[src/rtl/vx_commit_tracker_if.sv]
`default_nettype none
// ============================================================================
// Module   : vx_commit_tracker_if
// Brief    : Issue/commit notification bundle between pipeline and tracker.
// Revision : 1.0
// ============================================================================
interface vx_commit_tracker_if #(
  parameter int NUM_WARPS   = 8,
  parameter int ISSUE_WIDTH = 2
);
  localparam int NW_WIDTH = (NUM_WARPS > 1) ? $clog2(NUM_WARPS) : 1;

  logic [ISSUE_WIDTH-1:0]               issue_valid;
  logic [ISSUE_WIDTH-1:0][NW_WIDTH-1:0] issue_wid;
  logic [ISSUE_WIDTH-1:0]               committed;
  logic [ISSUE_WIDTH-1:0][NW_WIDTH-1:0] committed_wid;
  logic [ISSUE_WIDTH-1:0]               true_eop;
  logic [NUM_WARPS-1:0]                 pending_empty;
  logic [NUM_WARPS-1:0]                 warp_done;
  logic                                 busy;
  logic                                 ovf_err;
  logic                                 unf_err;

  modport master (
    output issue_valid, issue_wid, committed, committed_wid, true_eop,
    input  pending_empty, warp_done, busy, ovf_err, unf_err
  );

  modport slave (
    input  issue_valid, issue_wid, committed, committed_wid, true_eop,
    output pending_empty, warp_done, busy, ovf_err, unf_err
  );
endinterface
`default_nettype wire

[src/rtl/vx_commit_tracker.sv]
`default_nettype none
// ============================================================================
// Module   : vx_commit_tracker
// Brief    : Per-warp in-flight instruction counters with drain/EOP reporting.
// Revision : 1.0
// ============================================================================
module vx_commit_tracker #(
  parameter int NUM_WARPS   = 8,
  parameter int ISSUE_WIDTH = 2,
  parameter int CTR_WIDTH   = 6
) (
  input  wire                  clk,
  input  wire                  reset,
  vx_commit_tracker_if.slave   bus
);
  localparam int NW_WIDTH = (NUM_WARPS > 1) ? $clog2(NUM_WARPS) : 1;
  localparam int c_nxt_w  = CTR_WIDTH + 2;
  localparam logic signed [c_nxt_w-1:0] c_one     = c_nxt_w'(1);
  localparam logic signed [c_nxt_w-1:0] c_zero    = '0;
  localparam logic signed [c_nxt_w-1:0] c_cnt_max = c_nxt_w'((1 << CTR_WIDTH) - 1);

  logic [NUM_WARPS-1:0] w_empty_next;
  logic [NUM_WARPS-1:0] w_ovf_vec;
  logic [NUM_WARPS-1:0] w_unf_vec;
  logic [NUM_WARPS-1:0] w_pending_empty;
  logic [NUM_WARPS-1:0] w_warp_done;
  logic                 r_busy;
  logic                 r_ovf;
  logic                 r_unf;

  for (genvar w = 0; w < NUM_WARPS; w++) begin : g_warp
    logic [CTR_WIDTH-1:0]      r_cnt;
    logic                      r_eop;
    logic                      r_done;
    logic                      r_empty;
    logic signed [c_nxt_w-1:0] w_next;
    logic [CTR_WIDTH-1:0]      w_cnt_next;
    logic                      w_eop_next;
    logic                      w_done_next;
    logic                      w_ovf;
    logic                      w_unf;

    always_comb begin
      w_next     = {2'b00, r_cnt};
      w_eop_next = r_eop;
      for (int i = 0; i < ISSUE_WIDTH; i++) begin
        if (bus.issue_valid[i] && (bus.issue_wid[i] == NW_WIDTH'(w)))
          w_next = w_next + c_one;
        if (bus.committed[i] && (bus.committed_wid[i] == NW_WIDTH'(w))) begin
          w_next = w_next - c_one;
          if (bus.true_eop[i])
            w_eop_next = 1'b1;
        end
      end
      w_ovf      = 1'b0;
      w_unf      = 1'b0;
      w_cnt_next = w_next[CTR_WIDTH-1:0];
      if (w_next > c_cnt_max) begin
        w_cnt_next = '1;
        w_ovf      = 1'b1;
      end else if (w_next < c_zero) begin
        w_cnt_next = '0;
        w_unf      = 1'b1;
      end
      // Done is judged on next-state so the pulse lands right after the draining commit.
      w_done_next = w_eop_next && (w_cnt_next == '0);
    end

    always_ff @(posedge clk or posedge reset) begin
      if (reset) begin
        r_cnt   <= '0;
        r_eop   <= 1'b0;
        r_done  <= 1'b0;
        r_empty <= 1'b1;
      end else begin
        r_cnt   <= w_cnt_next;
        r_eop   <= w_eop_next && !w_done_next;
        r_done  <= w_done_next;
        r_empty <= (w_cnt_next == '0);
      end
    end

    assign w_empty_next[w]    = (w_cnt_next == '0);
    assign w_ovf_vec[w]       = w_ovf;
    assign w_unf_vec[w]       = w_unf;
    assign w_pending_empty[w] = r_empty;
    assign w_warp_done[w]     = r_done;
  end

  always_ff @(posedge clk or posedge reset) begin
    if (reset) begin
      r_busy <= 1'b0;
      r_ovf  <= 1'b0;
      r_unf  <= 1'b0;
    end else begin
      r_busy <= ~&w_empty_next;
      r_ovf  <= r_ovf | (|w_ovf_vec);
      r_unf  <= r_unf | (|w_unf_vec);
    end
  end

  assign bus.pending_empty = w_pending_empty;
  assign bus.warp_done     = w_warp_done;
  assign bus.busy          = r_busy;
  assign bus.ovf_err       = r_ovf;
  assign bus.unf_err       = r_unf;
endmodule
`default_nettype wire

[src/flat_wrapper.sv]
// flat-port wrapper written by rule: the top's interface ports become plain ports
module vx_commit_tracker_flat 
#(
  parameter int NUM_WARPS   = 8,
  parameter int ISSUE_WIDTH = 2,
  parameter int CTR_WIDTH   = 6
)
  (clk, reset, bus_issue_valid, bus_issue_wid, bus_committed, bus_committed_wid, bus_true_eop, bus_pending_empty, bus_warp_done, bus_busy, bus_ovf_err, bus_unf_err);
  vx_commit_tracker_if #(.NUM_WARPS(NUM_WARPS), .ISSUE_WIDTH(ISSUE_WIDTH)) bus_i ();
  input  wire clk;
  input  wire reset;
  input wire logic [$bits(bus_i.issue_valid)-1:0] bus_issue_valid;
  input wire logic [$bits(bus_i.issue_wid)-1:0] bus_issue_wid;
  input wire logic [$bits(bus_i.committed)-1:0] bus_committed;
  input wire logic [$bits(bus_i.committed_wid)-1:0] bus_committed_wid;
  input wire logic [$bits(bus_i.true_eop)-1:0] bus_true_eop;
  output wire logic [$bits(bus_i.pending_empty)-1:0] bus_pending_empty;
  output wire logic [$bits(bus_i.warp_done)-1:0] bus_warp_done;
  output wire logic [$bits(bus_i.busy)-1:0] bus_busy;
  output wire logic [$bits(bus_i.ovf_err)-1:0] bus_ovf_err;
  output wire logic [$bits(bus_i.unf_err)-1:0] bus_unf_err;
  assign bus_i.issue_valid = bus_issue_valid;
  assign bus_i.issue_wid = bus_issue_wid;
  assign bus_i.committed = bus_committed;
  assign bus_i.committed_wid = bus_committed_wid;
  assign bus_i.true_eop = bus_true_eop;
  assign bus_pending_empty = bus_i.pending_empty;
  assign bus_warp_done = bus_i.warp_done;
  assign bus_busy = bus_i.busy;
  assign bus_ovf_err = bus_i.ovf_err;
  assign bus_unf_err = bus_i.unf_err;
  vx_commit_tracker #(.NUM_WARPS(NUM_WARPS), .ISSUE_WIDTH(ISSUE_WIDTH), .CTR_WIDTH(CTR_WIDTH)) u_core (.clk(clk), .reset(reset), .bus(bus_i));
endmodule
[config.mk]
export PLATFORM = sky130hd
export DESIGN_NAME = vx_commit_tracker_flat
export DESIGN_NICKNAME = d
export VERILOG_FILES = /design/src/rtl/vx_commit_tracker_if.sv /design/src/rtl/vx_commit_tracker.sv /design/src/flat_wrapper.sv
export SDC_FILE = /design/constraint.sdc
export NUM_CORES = 1
export LEC_CHECK = 0
export ABC_CLOCK_PERIOD_IN_PS = 5800
export BUFFER_PORTS_ARGS = -buffer_cell sky130_fd_sc_hd__buf_4
export CAP_MARGIN = 15
export CORE_ASPECT_RATIO = 2
export CORE_MARGIN = 3
export CORE_UTILIZATION = 59
export DETAILED_ROUTE_END_ITERATION = 8
export PLACE_DENSITY = 0.77
export REMOVE_ABC_BUFFERS = 1
export SLEW_MARGIN = 20
export SYNTH_ARGS = -nofsm -noshare
export SYNTH_HDL_FRONTEND = slang
export SYNTH_SLANG_ARGS = --single-unit
[constraint.sdc]
create_clock -name clk -period 5.8 [get_ports clk]
set_clock_uncertainty 0.15 [all_clocks]
set_input_delay 0.29 -clock clk [delete_from_list [all_inputs] [get_ports clk]]
set_output_delay 0.29 -clock clk [all_outputs]
set_load 0.1 [all_outputs]
[Yosys cells after proc, flatten, opt, wreduce, memory -nomap -nowiden]
Index checks and enable logic that the tools add are counted.
Storage, ports and cells
  bits in registers: 75
  bits of input ports: 20
  output and inout port bits: 19
Cells by class
  add/subtract/negate cells: 32
  order comparisons: 16
  equal/unequal tests: 28
  multiplexer cells: 104
  bitwise operators: 2
  reduce and logical (&&, ||, !) cells: 72
Operators with widths (number)
  $mux W8: 32
  $sub A8 B2 Y8 const B: 16
  $mux W6: 16
  $add A8 B2 Y8 const B: 8
  $gt A8 B7 Y1 const B: 8
  $lt A8 B1 Y1 const B: 8
  $add A6 B1 Y7 const B: 8
  $mux W1: 56
  $eq A3 B3 Y1 const B: 16
  $logic_and A1 B1 Y1: 48
  $logic_not A6 Y1: 8
  $eq A3 B2 Y1 const B: 8
  $reduce_or A8 Y1: 2
  $eq A3 B1 Y1 const B: 4
  $logic_not A3 Y1: 4
  $logic_not A1 Y1: 9
  $reduce_and A8 Y1: 1
  $or A1 B1 Y1: 2

[Longest topological paths before layout]
Gate-level depths: netlist of the first run.
  word-level depth: 16
  depth in mapped cells: 18
  mapped depth without buffers: 17

[Worst setup path after synthesis of the first run]
Ideal clock, no wire load.
  kind: input-to-reg
  start point: input port bus_issue_wid[1]
  end point: register u_core.r_busy, in the netlist u_core.bus.busy
  arrival time: 3897 ps
  setup slack: 1622 ps
  cell stages on the path: 18
  path buffers: 2
  path through: buf_2 -> nor4b_2 -> mux2i_1 -> ha_1 -> mux2i_1 -> ha_1 -> and2_1 -> buf_1 -> xnor2_1 -> xnor2_1 -> and4_1 -> nand3b_1 -> o32ai_1 -> o2bb2ai_1 -> a31oi_1 -> inv_1 -> and4_1 -> nand4_1
Between the ends
  word-level cells in the longest chain between the ends: 15
  elaborated cells between the ends (all ways): 114
  classes of those cells: add/sub (24); order compare (16); eq/ne (7); mux (48); reduce/logical (19)
Ends and longest elaborated chain
  from (decl): RTL line flat_wrapper.sv:13  | input wire logic [$bits(bus_i.issue_wid)-1:0] bus_issue_wid;
  $logic_not A3 Y1 (*): RTL line vx_commit_tracker.sv:47  | if (bus.issue_valid[i] && (bus.issue_wid[i] == NW_WIDTH'(w)))
  $logic_and A1 B1 Y1 (*): RTL line vx_commit_tracker.sv:47
  $mux W8 (*): RTL line vx_commit_tracker.sv:47
  $sub A8 B2 Y8: RTL line vx_commit_tracker.sv:50  | w_next = w_next - c_one;
  $mux W8 (*): RTL line vx_commit_tracker.sv:49  | if (bus.committed[i] && (bus.committed_wid[i] == NW_WIDTH'(w))) begin
  $add A8 B2 Y8: RTL line vx_commit_tracker.sv:48  | w_next = w_next + c_one;
  $mux W8 (*): RTL line vx_commit_tracker.sv:47
  $sub A8 B2 Y8: RTL line vx_commit_tracker.sv:50
  $mux W8 (*): RTL line vx_commit_tracker.sv:49
  $lt A8 B1 Y1: RTL line vx_commit_tracker.sv:61  | end else if (w_next < c_zero) begin
  $mux W6: RTL line vx_commit_tracker.sv:61
  $mux W6 (*): RTL line vx_commit_tracker.sv:58  | if (w_next > c_cnt_max) begin
  $logic_not A6 Y1 (*): RTL line vx_commit_tracker.sv:83  | assign w_empty_next[w] = (w_cnt_next == '0);
  named net u_core.w_empty_next[0]: RTL line vx_commit_tracker.sv:22  | logic [NUM_WARPS-1:0] w_empty_next;
  $reduce_and A8 Y1 (*): RTL line vx_commit_tracker.sv:96  | r_busy <= ~&w_empty_next;
  $logic_not A1 Y1 (*): RTL line vx_commit_tracker.sv:96
  to (signal assigned): RTL line vx_commit_tracker.sv:96
  to (decl): RTL line vx_commit_tracker.sv:27  | logic r_busy;
The timed path passes the listed nets; every way through them passes the cells marked *.

[Final worst setup path of the first run]
  start point: register u_core.g_warp[0].r_cnt[0]
  end point: register u_core.r_busy, in the netlist u_core.bus.busy
Between the ends
  word-level cells in the longest chain between the ends: 14
  elaborated cells between the ends (all ways): 15
  classes of those cells: add/sub (4); order compare (2); mux (6); reduce/logical (3)
Ends and longest elaborated chain
  from (decl): RTL line vx_commit_tracker.sv:32  | logic [CTR_WIDTH-1:0] r_cnt;
  from (signal assigned): RTL line vx_commit_tracker.sv:76  | r_cnt <= w_cnt_next;
  $add A6 B1 Y7: RTL line vx_commit_tracker.sv:48
  $mux W8 (*): RTL line vx_commit_tracker.sv:47
  $sub A8 B2 Y8: RTL line vx_commit_tracker.sv:50
  $mux W8 (*): RTL line vx_commit_tracker.sv:49
  $add A8 B2 Y8: RTL line vx_commit_tracker.sv:48
  $mux W8 (*): RTL line vx_commit_tracker.sv:47
  $sub A8 B2 Y8: RTL line vx_commit_tracker.sv:50
  $mux W8 (*): RTL line vx_commit_tracker.sv:49
  $lt A8 B1 Y1: RTL line vx_commit_tracker.sv:61
  $mux W6: RTL line vx_commit_tracker.sv:61
  $mux W6 (*): RTL line vx_commit_tracker.sv:58
  $logic_not A6 Y1 (*): RTL line vx_commit_tracker.sv:83
  named net u_core.w_empty_next[0]: RTL line vx_commit_tracker.sv:22
  $reduce_and A8 Y1 (*): RTL line vx_commit_tracker.sv:96
  $logic_not A1 Y1 (*): RTL line vx_commit_tracker.sv:96
Marks and branches as above.

==> summary.md, run 1 <==
| Metric | Value |
|---|---|
| Status | finished, final reports clean |
| Worst setup EP type | flop |
| Crit path max fanout | 9 |
| Multi-input gate area | around 0.007 sq mm |
| CTS Buffer Depth | 2 |
| Synthesized flop and latch total | 75 |
| Core Util, Final | between 60% and 70% |
| Slew @ Worst Pin | 999.4 ps |
| Most frequent cells in the layout | 126 x nor2_1, 96 x nand2_1, 87 x xnor2_1 |
| IO Pins | 39 |
| Fin. max-slew vios | 0 |
| Number of fillers in the final layout | roughly 1400 |
| Fin crit share | 77.81% |
| Core Area | 0.01537 sq mm |
| Final Hold Violating Endpoints | 0 |
| Number of synthesis warnings | 0 |
| Maximum clock rate | about 0.22 GHz |
| Setup crit start kind | flop |
| Root buffer cell | clkbuf_16 |
| Synth Instances | between 1000 and 1500 |
| CP Class | flop to flop |
| Routed length per instance | approximately 19 um |
| WP data arrival | approximately 4600 ps |
| Cells on worst reg2reg path | 16 |
| Setup violators final | 0 |
| Layout area overhead | 6.308% |
| Reg area | roughly 0.0019 sq mm |
| Hold Path Class | input pin to asynchronous set/reset pin |
| Die height | 183.4 um |
| Internal reg-to-reg setup slack | approximately 1300 ps |
| Hold Buf Count CTS | 0 |
| Die Wd | 94.70 um |
| Initial antenna violation count | 0 |
| Post-synthesis sequential area ratio | about a fifth |
| Largest net degree at the start of global routing | 76 |
| Die ar. | 0.01737 sq mm |
| Avg Cell Area, Syn | 7.860 sq um |
| Drt pass-1 iters | 5 |
| Placed inst area | about 0.0096 sq mm |
| Leakage | 3.802 nW |
| PostCTS Resize Cnt | 0 |
| Antenna cells | 0 |
| I/O Buffers | 38 |
| Pwr Density | between 400 and 500 mW/mm^2 |
| FFs w/ async S/R, synth | 100.0% |
| Vias in the first global route | 8785 |
| Yosys cell types | 87 |
| Share of post-route cells with drive strength above 1 | 9.370% |
| Vias | 9085 |
| H-tree depth | 3 |
| Max-capacitance violation count | 0 |
| Num CTS Buffers | 9 |
| First-pass GRT wire length | 42200 um |
| Commonest non-fill, non-tap cell in the layout | nor2_1 |
| Setup Buffers After CTS | 0 |
| Routed Antenna Nets | 0 |
| Final Instance Count excl. Fillers | 1372 |
| Residual DRC | 0 |
| GPL Wtd Cong | 0.9243 |
| Hold_ws | 124.3 ps |
| Remaining global-route overflow | 0 |
| Req. time, crit path | 5850 ps |
| Unrepaired setup endpoints after global routing | false |
| Crit Reg-Reg Startpoint | u_core.g_warp[0].r_cnt[0] |
| Reg2reg end | u_core.bus.busy |
| DRT Wirelength | between 20000 and 30000 um |
| Post-synth EDFFs | 0 |
| Clock-pin slew on the worst setup and hold paths | 70 ps |
| Initial Util | 60.38% |
| Peak VDD IR | 0.3049 mV |
| Fin nets | 1221 |
| Hpwl dp | 20030 um |
| Via/cell ratio | between 6 and 7 |
| Synthesized area | just over 0.009 sq mm |
| Core Rows | 64 |
| CTS sink count | 75 |
| Post-layout min period | ~4500 ps |
| Max-slew headroom | 33.37% |
| Post-route setup TNS | 0 ps |
| Aggregate global-route resource usage | 30.14% |
| Clock latency on the worst-skew pair | 340 ps |
| Initial DRC count | 513 |
| Dpl cells | 1356 |
| Post-route cell area | 0.009868 sq mm |
| CTS tree | built |
| Most used DFF post-synth | dfrtp_1 |
==> sequential cells by signal, indices dropped and copies added, names as in the netlist <==
name and flops:
u_core.bus.busy 1, u_core.bus.ovf_err 1, u_core.bus.unf_err 1, u_core.g_warp.r_cnt 48, u_core.g_warp.r_done 8, u_core.g_warp.r_empty 8
u_core.g_warp.r_eop 8
==> layer usage <==
layer	GRT usage [%]	vias up	part of all wire [%]
li1	-	4306	-
met1	31.73	4382	37
met2	56.53	305	54
met3	3.982	92	4.3
met4	15.33	0	4.5
met5	0	-	0
==> critical path, stage by stage (launching register included) <==
cell	delay [ps]
dfrtp_1	460
ha_1	360
mux2i_1	200
ha_1	280
mux2i_1	190
ha_1	170
and2_1	250
xnor2_1	110
xnor2_1	450
and4_1	320
nand3b_1	160
o32ai_1	270
o2bb2ai_1	370
a31oi_1	160
inv_1	130
and4_1	220
nand4_1	120
==> synthesized netlist by cell type (10+ instances only) <==
cell,instances,area [sq um]
nand2_1,96,360.4
and3_1,19,118.9
ha_1,32,400.4
a31oi_1,14,87.58
nand2b_1,16,100.1
a21boi_0,10,75.07
mux2_2,11,123.9
nor3_1,44,220.2
buf_4,16,120.1
nor2b_1,14,87.58
nor4_1,17,106.4
and4_1,10,87.58
clkbuf_1,39,146.4
nand4_1,30,187.7
and2_1,19,118.9
inv_1,34,127.6
xor2_1,56,490.5
nor3b_1,12,90.09
nor2_1,126,473.0
mux2i_1,23,230.2
dfrtp_1,67,1677
or3_1,16,100.1
a21oi_1,63,315.3
nand4b_1,16,140.1
nand3_1,42,210.2
xnor2_1,87,762.0
o31ai_1,10,75.07
o21ai_0,40,200.2
==> worst max-delay path by stage <==
stage               cells past startpoint                      start               to  slack (ps)
CTS                                    16  u_core.g_warp[0].r_cnt[0]  u_core.bus.busy        1300
global route                           16  u_core.g_warp[0].r_cnt[0]  u_core.bus.busy         870
detailed placement                     18           bus_issue_wid[1]  u_core.bus.busy        1130
floorplan                              15       bus_committed_wid[1]  u_core.bus.busy        1390
global placement                       18           bus_issue_wid[1]  u_core.bus.busy        1280
finish                                 16  u_core.g_warp[0].r_cnt[0]  u_core.bus.busy        1290
==> logic make-up (layout without fill, tap and decap cells) <==
| group | after synthesis | after routing | synth area share, % |
|---|---|---|---|
| xor+xnor | 154 | 154 | 16.12 |
| fa+ha+maj | 32 | 32 | 4.313 |
| flops | 75 | 75 | 20.33 |
| mux | 35 | 35 | 3.976 |
| compound gates | 238 | 238 | 17.83 |
| buf+inv | 104 | 97 | 4.974 |
| simple gates | 543 | 543 | 32.46 |
==> stage by stage <==
step | total power [W] | setup WS (ps)
2_1_floorplan | 0.003220 | 1387
3_3_place_gp | 0.003786 | 1277
3_5_place_dp | 0.003853 | 1129
4_1_cts | 0.004477 | 1297
5_1_grt | 0.004855 | 872.2
6_report | 0.004521 | 1287
==> power by group <==
group | switching [W] | total, W | internal [W]
clock | 0.000232 | 0.000609 | 0.000377
combinational | 0.00167 | 0.00280 | 0.00112
sequential | 0.000359 | 0.00112 | 0.000756
==> final cells by class <==
type,instances,share of cell area [%]
Clock inverter,5,0.7988
Timing Repair Buffer,47,3.576
Clock buffer,11,2.358
Inverter,34,1.306
Sequential cell,75,19.12
Tap cell,198,2.510
Multi-Input combinational cell,1002,70.33
Note: power is estimated with default switching activity, not from simulation.
==> run 2: changes to the inputs <==
ABC_AREA = 1   (was not set)
ABC_CLOCK_PERIOD_IN_PS = 4590   (was 5800)
clock period = 4.59 ns   (was 5.8 ns; I/O delays follow)
==> run 2 against run 1 <==
  * Maximum frequency grew 15%
  * Sequential share of layout area shrank 0.092 points
  * Non-clock buffer count shrank 5
  * Die area shrank 1.0%
  * Combinational power grew 9.6%
  * Total power grew 11%
  * Critical path depth grew 9
  * Worst setup slack lost 640 ps
  * Register-to-register slack lost 640 ps
  * Global-route usage shrank 0.68 points
==> summary.md, run 2 <==
| Metric | Value |
|---|---|
| Most frequent cells in the layout | 569 x nand2_1, 257 x inv_1, 160 x nor2_1 (was 126 x nor2_1, 96 x nand2_1, 87 x xnor2_1) |
| Post-synthesis sequential area ratio | 20.54% (was 20.33%) |
| Share of the synthesized area in the top cell type | 23.26% (was 18.06%) |
| Setup crit start kind | flop (unchanged) |
| Critical path buffers and inverters | 3 (was 1) |
| Avg Cell Area, Syn | 5.711 sq um (was 7.860 sq um) |
| Remaining global-route overflow | 0 (unchanged) |
| H-tree depth | 3 (unchanged) |
| Die height | 182.4 um (was 183.4 um) |
| WP data arrival | 4020 ps (was 4570 ps) |
| Crit path largest cell delay | 420 ps (was 460 ps) |
| Antenna cells | 0 (unchanged) |
| CTS tree | built (unchanged) |
| Final Hold Violating Endpoints | 0 (unchanged) |
| Num CTS Buffers | 9 (unchanged) |
| IO Pins | 39 (unchanged) |
| CP delay by family, top | simple AND/OR/NAND/NOR gates (unchanged) |
| Synthesized flop and latch total | 75 (unchanged) |
| Synth cell count leaders | 569 x nand2_1, 258 x inv_1, 160 x nor2_1 (was 126 x nor2_1, 96 x nand2_1, 87 x xnor2_1) |
| Die ar. | 0.01719 sq mm (was 0.01737 sq mm) |
| Max FFs per register | 48 (unchanged) |
| FFs w/ async S/R, synth | 100.0% (unchanged) |
| Placed inst area | 0.009598 sq mm (was 0.009557 sq mm) |
| Post-route cell area | 0.009916 sq mm (was 0.009868 sq mm) |
| Number of fillers in the final layout | 1474 (was 1375) |
| Post-synth EDFFs | 0 (unchanged) |
| Pre-CTS setup slack | 545.0 ps (was 1129 ps) |
| Drt pass-1 iters | 5 (unchanged) |
| Yosys cell types | 46 (was 87) |
| Clock latency on the worst-skew pair | 350 ps (was 340 ps) |
| Initial Util | 61.00% (was 60.38%) |
| Post-layout min period | 3940 ps (was 4513 ps) |
| Most used DFF post-synth | dfrtp_1 (unchanged) |
| Pwr Density | 505.2 mW/mm^2 (was 458.1 mW/mm^2) |
| Share of post-route cells with drive strength above 1 | 14.15% (was 9.370%) |
| Core Rows | 63 (was 64) |
| Routed Antenna Nets | 0 (unchanged) |
| Initial antenna violation count | 0 (unchanged) |
| Most flop-heavy register | u_core.g_warp.r_cnt (unchanged) |
| Synth area leaders | nand2_1 23%, dfrtp_1 18%, inv_1 11% (was dfrtp_1 18%, xnor2_1 8.2%, xor2_1 5.3%) |
| CP Class | flop to flop (unchanged) |
| First-pass GRT wire length | 40320 um (was 42200 um) |
| Synthesized area | 0.009184 sq mm (was 0.009283 sq mm) |
| Commonest non-fill, non-tap cell in the layout | nand2_1 (was nor2_1) |
| Synth area leader | nand2_1 (was dfrtp_1) |
| Initial DRC count | 359 (was 513) |
| Vias | 9703 (was 9085) |
| Core Area | 0.01506 sq mm (was 0.01537 sq mm) |
| Synth Instances | 1608 (was 1181) |
| Leakage | 5.740 nW (was 3.802 nW) |
| Layout area overhead | 7.970% (was 6.308%) |
| Largest net degree at the start of global routing | 63 (was 76) |
| Crit path max fanout | 8 (was 9) |
| Hpwl dp | 20660 um (was 20030 um) |
| Total power | 0.005009 W (was 0.004521 W) |
| Hold Path Class | input pin to flop (was input pin to asynchronous set/reset pin) |
| Status | finished, final reports clean (unchanged) |
| Maximum clock rate | 0.2538 GHz (was 0.2216 GHz) |
| Routed length per instance | 13.21 um (was 19.07 um) |
| Fin crit share | 85.84% (was 77.81%) |
| Max-slew headroom | 43.31% (was 33.37%) |
| Setup violators final | 0 (unchanged) |
| Root buffer cell | clkbuf_16 (unchanged) |
| CP dominant cell by count | nand2_1 (was ha_1) |
| Unrepaired setup endpoints after global routing | false (unchanged) |
| Peak VDD IR | 0.2893 mV (was 0.3049 mV) |
| Number of synthesis warnings | 0 (unchanged) |
| Slew @ Worst Pin | 841.4 ps (was 999.4 ps) |
| Die Wd | 94.22 um (was 94.70 um) |
| Via/cell ratio | 5.268 (was 6.622) |
| Vias in the first global route | 9433 (was 8785) |
| Post-route setup TNS | 0 ps (unchanged) |
| Most frequent cell after synthesis | nand2_1 (was nor2_1) |
| Residual DRC | 0 (unchanged) |
| Req. time, crit path | 4670 ps (was 5850 ps) |
| Worst setup EP type | flop (unchanged) |
| CTS Buffer Depth | 2 (unchanged) |
| Aggregate global-route resource usage | 29.46% (was 30.14%) |
| Fin. max-slew vios | 0 (unchanged) |
| GPL Wtd Cong | 0.9532 (was 0.9243) |
| DRT Wirelength | 24340 um (was 26160 um) |
| Clock-pin slew on the worst setup and hold paths | 70 ps (about the same) |
| Max-capacitance violation count | 0 (unchanged) |
| Fin nets | 1694 (was 1221) |
| Setup Buffers After CTS | 0 (unchanged) |
| Critical path's slowest cell | dfrtp_1 (unchanged) |
| CTS sink count | 75 (unchanged) |
| I/O Buffers | 38 (unchanged) |
| Final worst slack | 649.9 ps (was 1287 ps) |
-- run 2: repair_timing --
| action | CTS | global route |
|---|---|---|
| hold endpoints to repair | 13 | 0 |
| gates resized for setup | 0 | 0 |
| hold buffers | 1 | 0 |
-- run 2: worst reg2reg max path, cell delays in order, from the launching register on --
cell and delay, ps:
dfrtp_1 420, ha_1 290, inv_1 40, nand2_2 80
nand2_1 80, ha_1 290, or2_0 210, nand2_1 140
ha_1 250, inv_1 50, o21ai_0 110, inv_1 90
ha_1 140, nand2_1 80, a21oi_1 230, nand3_2 130
nor2_2 140, nand2_1 90, nand2_4 110, nand3_1 110
nand2_1 100, nand2_1 80, nor2_2 160, nand2_1 90
nor2_1 110, nand2_1 60
-- run 2: cell families after synthesis --
family	after synthesis	share of synthesized area, %
xor gates and xnor gates	33	3.229
buffers and inverters	311	13.47
and+or+nand+nor	1062	52.10
AOI/OAI and AO/OA	90	5.736
DFF	75	20.54
muxes	5	0.5586
adders and majority gates	32	4.360
-- run 2: layer usage --
layer | part of all wire, % | wire length [um] | GRT usage [%] | vias to the layer above
met5 | 0 | 0 | 0 | -
met4 | 6.0 | 1455 | 17.42 | 0
met3 | 2.7 | 663 | 2.393 | 100
met2 | 56 | 13700 | 59.62 | 194
met1 | 35 | 8520 | 26.84 | 4372
li1 | - | - | - | 5037
-- run 2: per-stage QoR --
stage          std cells  hold slack (ps)  utilization (%)
4_1_cts             1842            138.5            65.86
5_1_grt             1842            157.0            65.86
3_5_place_dp        1825            16.63            63.75
3_3_place_gp        1825            11.43            63.75
6_report            1842            143.9            65.86
2_1_floorplan       1589            268.0                -
-- run 2: area by class of cell --
class / instances / area [sq um] / share of cell area [%]
Multi-Input combinational cell: 1222 / 6060 / 61.11
Sequential cell: 75 / 1887 / 19.03
Inverter: 292 / 1100 / 11.09
Timing Repair Buffer: 42 / 317.8 / 3.205
Tap cell: 195 / 244.0 / 2.461
Clock buffer: 9 / 225.2 / 2.271
Clock inverter: 7 / 82.58 / 0.8328
-- run 2: path summary, 6_finish.rpt --
path / from / end / slack (ps) / cells after the start
max in group asynchronous: reset / u_core.g_warp[4].r_cnt[3] / 3040 / 4
worst min register to register: u_core.g_warp[6].r_eop / u_core.g_warp[6].r_eop / 360 / 2
min in group asynchronous: reset / u_core.g_warp[0].r_cnt[5] / 230 / 3
worst min-delay path: bus_true_eop[0] / u_core.g_warp[7].r_eop / 140 / 3
worst max-delay path: u_core.g_warp[1].r_cnt[0] / u_core.bus.busy / 650 / 25
worst max register to register: u_core.g_warp[1].r_cnt[0] / u_core.bus.busy / 650 / 25
-- run 2: power by group --
part / switching, W / internal, W / total, W / leakage [nW]
sequential: 0.000278 / 0.000915 / 0.00119 / 0.854
combinational: 0.00209 / 0.000982 / 0.00307 / 4.74
clock: 0.000311 / 0.000432 / 0.000743 / 0.150
total: 0.00268 / 0.00233 / 0.00501 / 5.74
==> run 3: changes to the inputs <==
==> constraint.sdc (replaced) <==
create_clock -name clk -period 4.59 [get_ports clk]
set_clock_uncertainty 0.15 [all_clocks]
set_input_delay 0.459 -clock clk [delete_from_list [all_inputs] [get_ports clk]]
set_output_delay 0.459 -clock clk [all_outputs]
set_load 0.1 [all_outputs]
==> run 3 against run 2 <==
  * Final area up 0.14%
  * Combinational power is essentially flat
  * Die area unchanged
  * Clock power down 2%
  * Largest power group unchanged
==> summary.md, run 3 (same netlist as run 2, synthesis figures left out) <==
| Metric | Value |
|---|---|
| Status | finished, final reports clean (unchanged) |
| Setup crit start kind | input pin (was flop) |
| Die Wd | 94.22 um (unchanged) |
| Max FFs per register | 48 (unchanged) |
| Hpwl dp | 20740 um (was 20660 um) |
| Via/cell ratio | 5.278 (was 5.268) |
| Crit path max fanout | 8 (unchanged) |
| Post-route cell area | 0.009930 sq mm (was 0.009916 sq mm) |
| Worst setup EP type | flop (unchanged) |
| Routed Antenna Nets | 0 (unchanged) |
| First-pass GRT wire length | 40570 um (was 40320 um) |
| Fin. max-slew vios | 0 (unchanged) |
| Slew @ Worst Pin | 767.0 ps (was 841.4 ps) |
| Core Util, Final | 65.95% (was 65.86%) |
| Leakage | 5.747 nW (was 5.740 nW) |
| Most flop-heavy register | u_core.g_warp.r_cnt (unchanged) |
| Placed inst area | 0.009613 sq mm (was 0.009598 sq mm) |
| Final worst slack | 669.4 ps (was 649.9 ps) |
| Reg area | 0.001887 sq mm (unchanged) |
| Multi-input gate area | 0.006060 sq mm (unchanged) |
| Number of fillers in the final layout | 1469 (was 1474) |
| Setup violators final | 0 (unchanged) |
| Peak VDD IR | 0.3037 mV (was 0.2893 mV) |
| Initial Util | 61.00% (unchanged) |
| Layout area overhead | 8.120% (was 7.970%) |
| DRT Wirelength | 24530 um (was 24340 um) |
| Vias in the first global route | 9548 (was 9433) |
| Initial DRC count | 379 (was 359) |
| Max-capacitance violation count | 0 (unchanged) |
| Vias | 9732 (was 9703) |
| CTS Buffer Depth | 2 (unchanged) |
| H-tree depth | 3 (unchanged) |
| Most frequent cells in the layout | 569 x nand2_1, 257 x inv_1, 160 x nor2_1 (unchanged) |
| Initial antenna violation count | 0 (unchanged) |
| Core Area | 0.01506 sq mm (unchanged) |
| Hold Path Class | flop to flop (was input pin to flop) |
| Fin nets | 1696 (was 1694) |
| Largest net degree at the start of global routing | 61 (was 63) |
| Routed length per instance | 13.30 um (was 13.21 um) |
| Post-layout min period | 3921 ps (was 3940 ps) |
| Pwr Density | 502.4 mW/mm^2 (was 505.2 mW/mm^2) |
| Drt pass-1 iters | 7 (was 5) |
| CTS tree | built (unchanged) |
| WP data arrival | 4000 ps (was 4020 ps) |
| Clock-pin slew on the worst setup and hold paths | 60 ps (was 70 ps) |
| GPL Wtd Cong | 0.9383 (was 0.9532) |
| Maximum clock rate | 0.2551 GHz (was 0.2538 GHz) |
| CP Class | input pin to flop (was flop to flop) |
| Root buffer cell | clkbuf_16 (unchanged) |
| I/O Buffers | 38 (unchanged) |
| Num CTS Buffers | 9 (unchanged) |
| Final Hold Violating Endpoints | 0 (unchanged) |
| Max-slew headroom | 48.32% (was 43.31%) |
| Aggregate global-route resource usage | 29.43% (was 29.46%) |
| IO Pins | 39 (unchanged) |
| Core Rows | 63 (unchanged) |
| Clock latency on the worst-skew pair | 340 ps (was 350 ps) |
| CTS sink count | 75 (unchanged) |
| Fin crit share | 85.42% (was 85.84%) |
| Share of post-route cells with drive strength above 1 | 14.13% (was 14.15%) |
| Commonest non-fill, non-tap cell in the layout | nand2_1 (unchanged) |
| Post-route setup TNS | 0 ps (unchanged) |
| Residual DRC | 0 (unchanged) |
| Remaining global-route overflow | 0 (unchanged) |
| Antenna cells | 0 (unchanged) |
| Die height | 182.4 um (unchanged) |
| Req. time, crit path | 4670 ps (about the same) |
| Pre-CTS setup slack | 370.9 ps (was 545.0 ps) |
| Unrepaired setup endpoints after global routing | false (unchanged) |
| Die ar. | 0.01719 sq mm (unchanged) |
| Hold_ws | 351.3 ps (was 143.9 ps) |
[run 3: routing by layer]
layer  global-route usage [%]  share of wire (%)  routed length (um)  up-vias
li1                         -                  -                   -     5024
met5                        0                  0                   0        -
met2                    60.88                 56               13760      212
met1                    26.07                 35                8626     4416
met4                    15.22                5.3                1289        0
met3                    3.259                3.5                 855       80
[run 3: final cells by class]
type,instances,share of cell area [%]
multi-input cells,1222,61.03
clock buffers,13,2.621
repair buffers,44,3.352
inverters,292,11.08
flip-flops and latches,75,19.00
well taps,195,2.457
clock inverters,3,0.4662
[run 3: critical path, stage by stage]
cell and delay [ps]:
buf_4 130, nor2_2 280, nand2_2 150, nand2_1 150, nand2_1 90, ha_1 280
or2_0 220, nand2_1 140, ha_1 250, inv_1 50, o21ai_0 100, inv_1 90
ha_1 140, nand2_1 90, a21oi_1 240, nand3_2 130, nor2_2 130, nand2_1 90
nand2_4 110, nand3_1 100, nand2_1 90, nand2_1 80, nor2_2 160, nand2_1 90
nor2_1 110, nand2_1 70
[run 3: report_power, final]
part	switching, W	total, W	internal, W
Combinational	0.00208	0.00305	0.000978
Clock	0.000278	0.000729	0.000452
Sequential	0.000290	0.00121	0.000915
[run 3: through the flow]
stage,cells,total power (W)
after CTS,1844,0.004963
final,1844,0.004989
after global placement,1827,0.004161
after floorplan,1589,0.003572
after detailed placement,1827,0.004226
after global routing,1844,0.005503
[run 3: timing repair]
item,in CTS,in global routing
hold buffers,1,0
buffers inserted,0,0
resized for setup,0,0
endpoints found under the hold margin,15,0
[run 3: path summary, 6_finish.rpt]
path                                              to                      start  cells after the start  slack [ps]
setup / recovery                     u_core.bus.busy           bus_issue_wid[2]                     26         670
hold / removal                u_core.g_warp[6].r_eop     u_core.g_warp[6].r_eop                      2         350
setup reg to reg                     u_core.bus.busy  u_core.g_warp[1].r_cnt[0]                     25         680
hold reg to reg               u_core.g_warp[6].r_eop     u_core.g_warp[6].r_eop                      2         350
max in group asynchronous  u_core.g_warp[2].r_cnt[4]                      reset                      4        2780
min in group asynchronous  u_core.g_warp[0].r_cnt[1]                      reset                      3         470
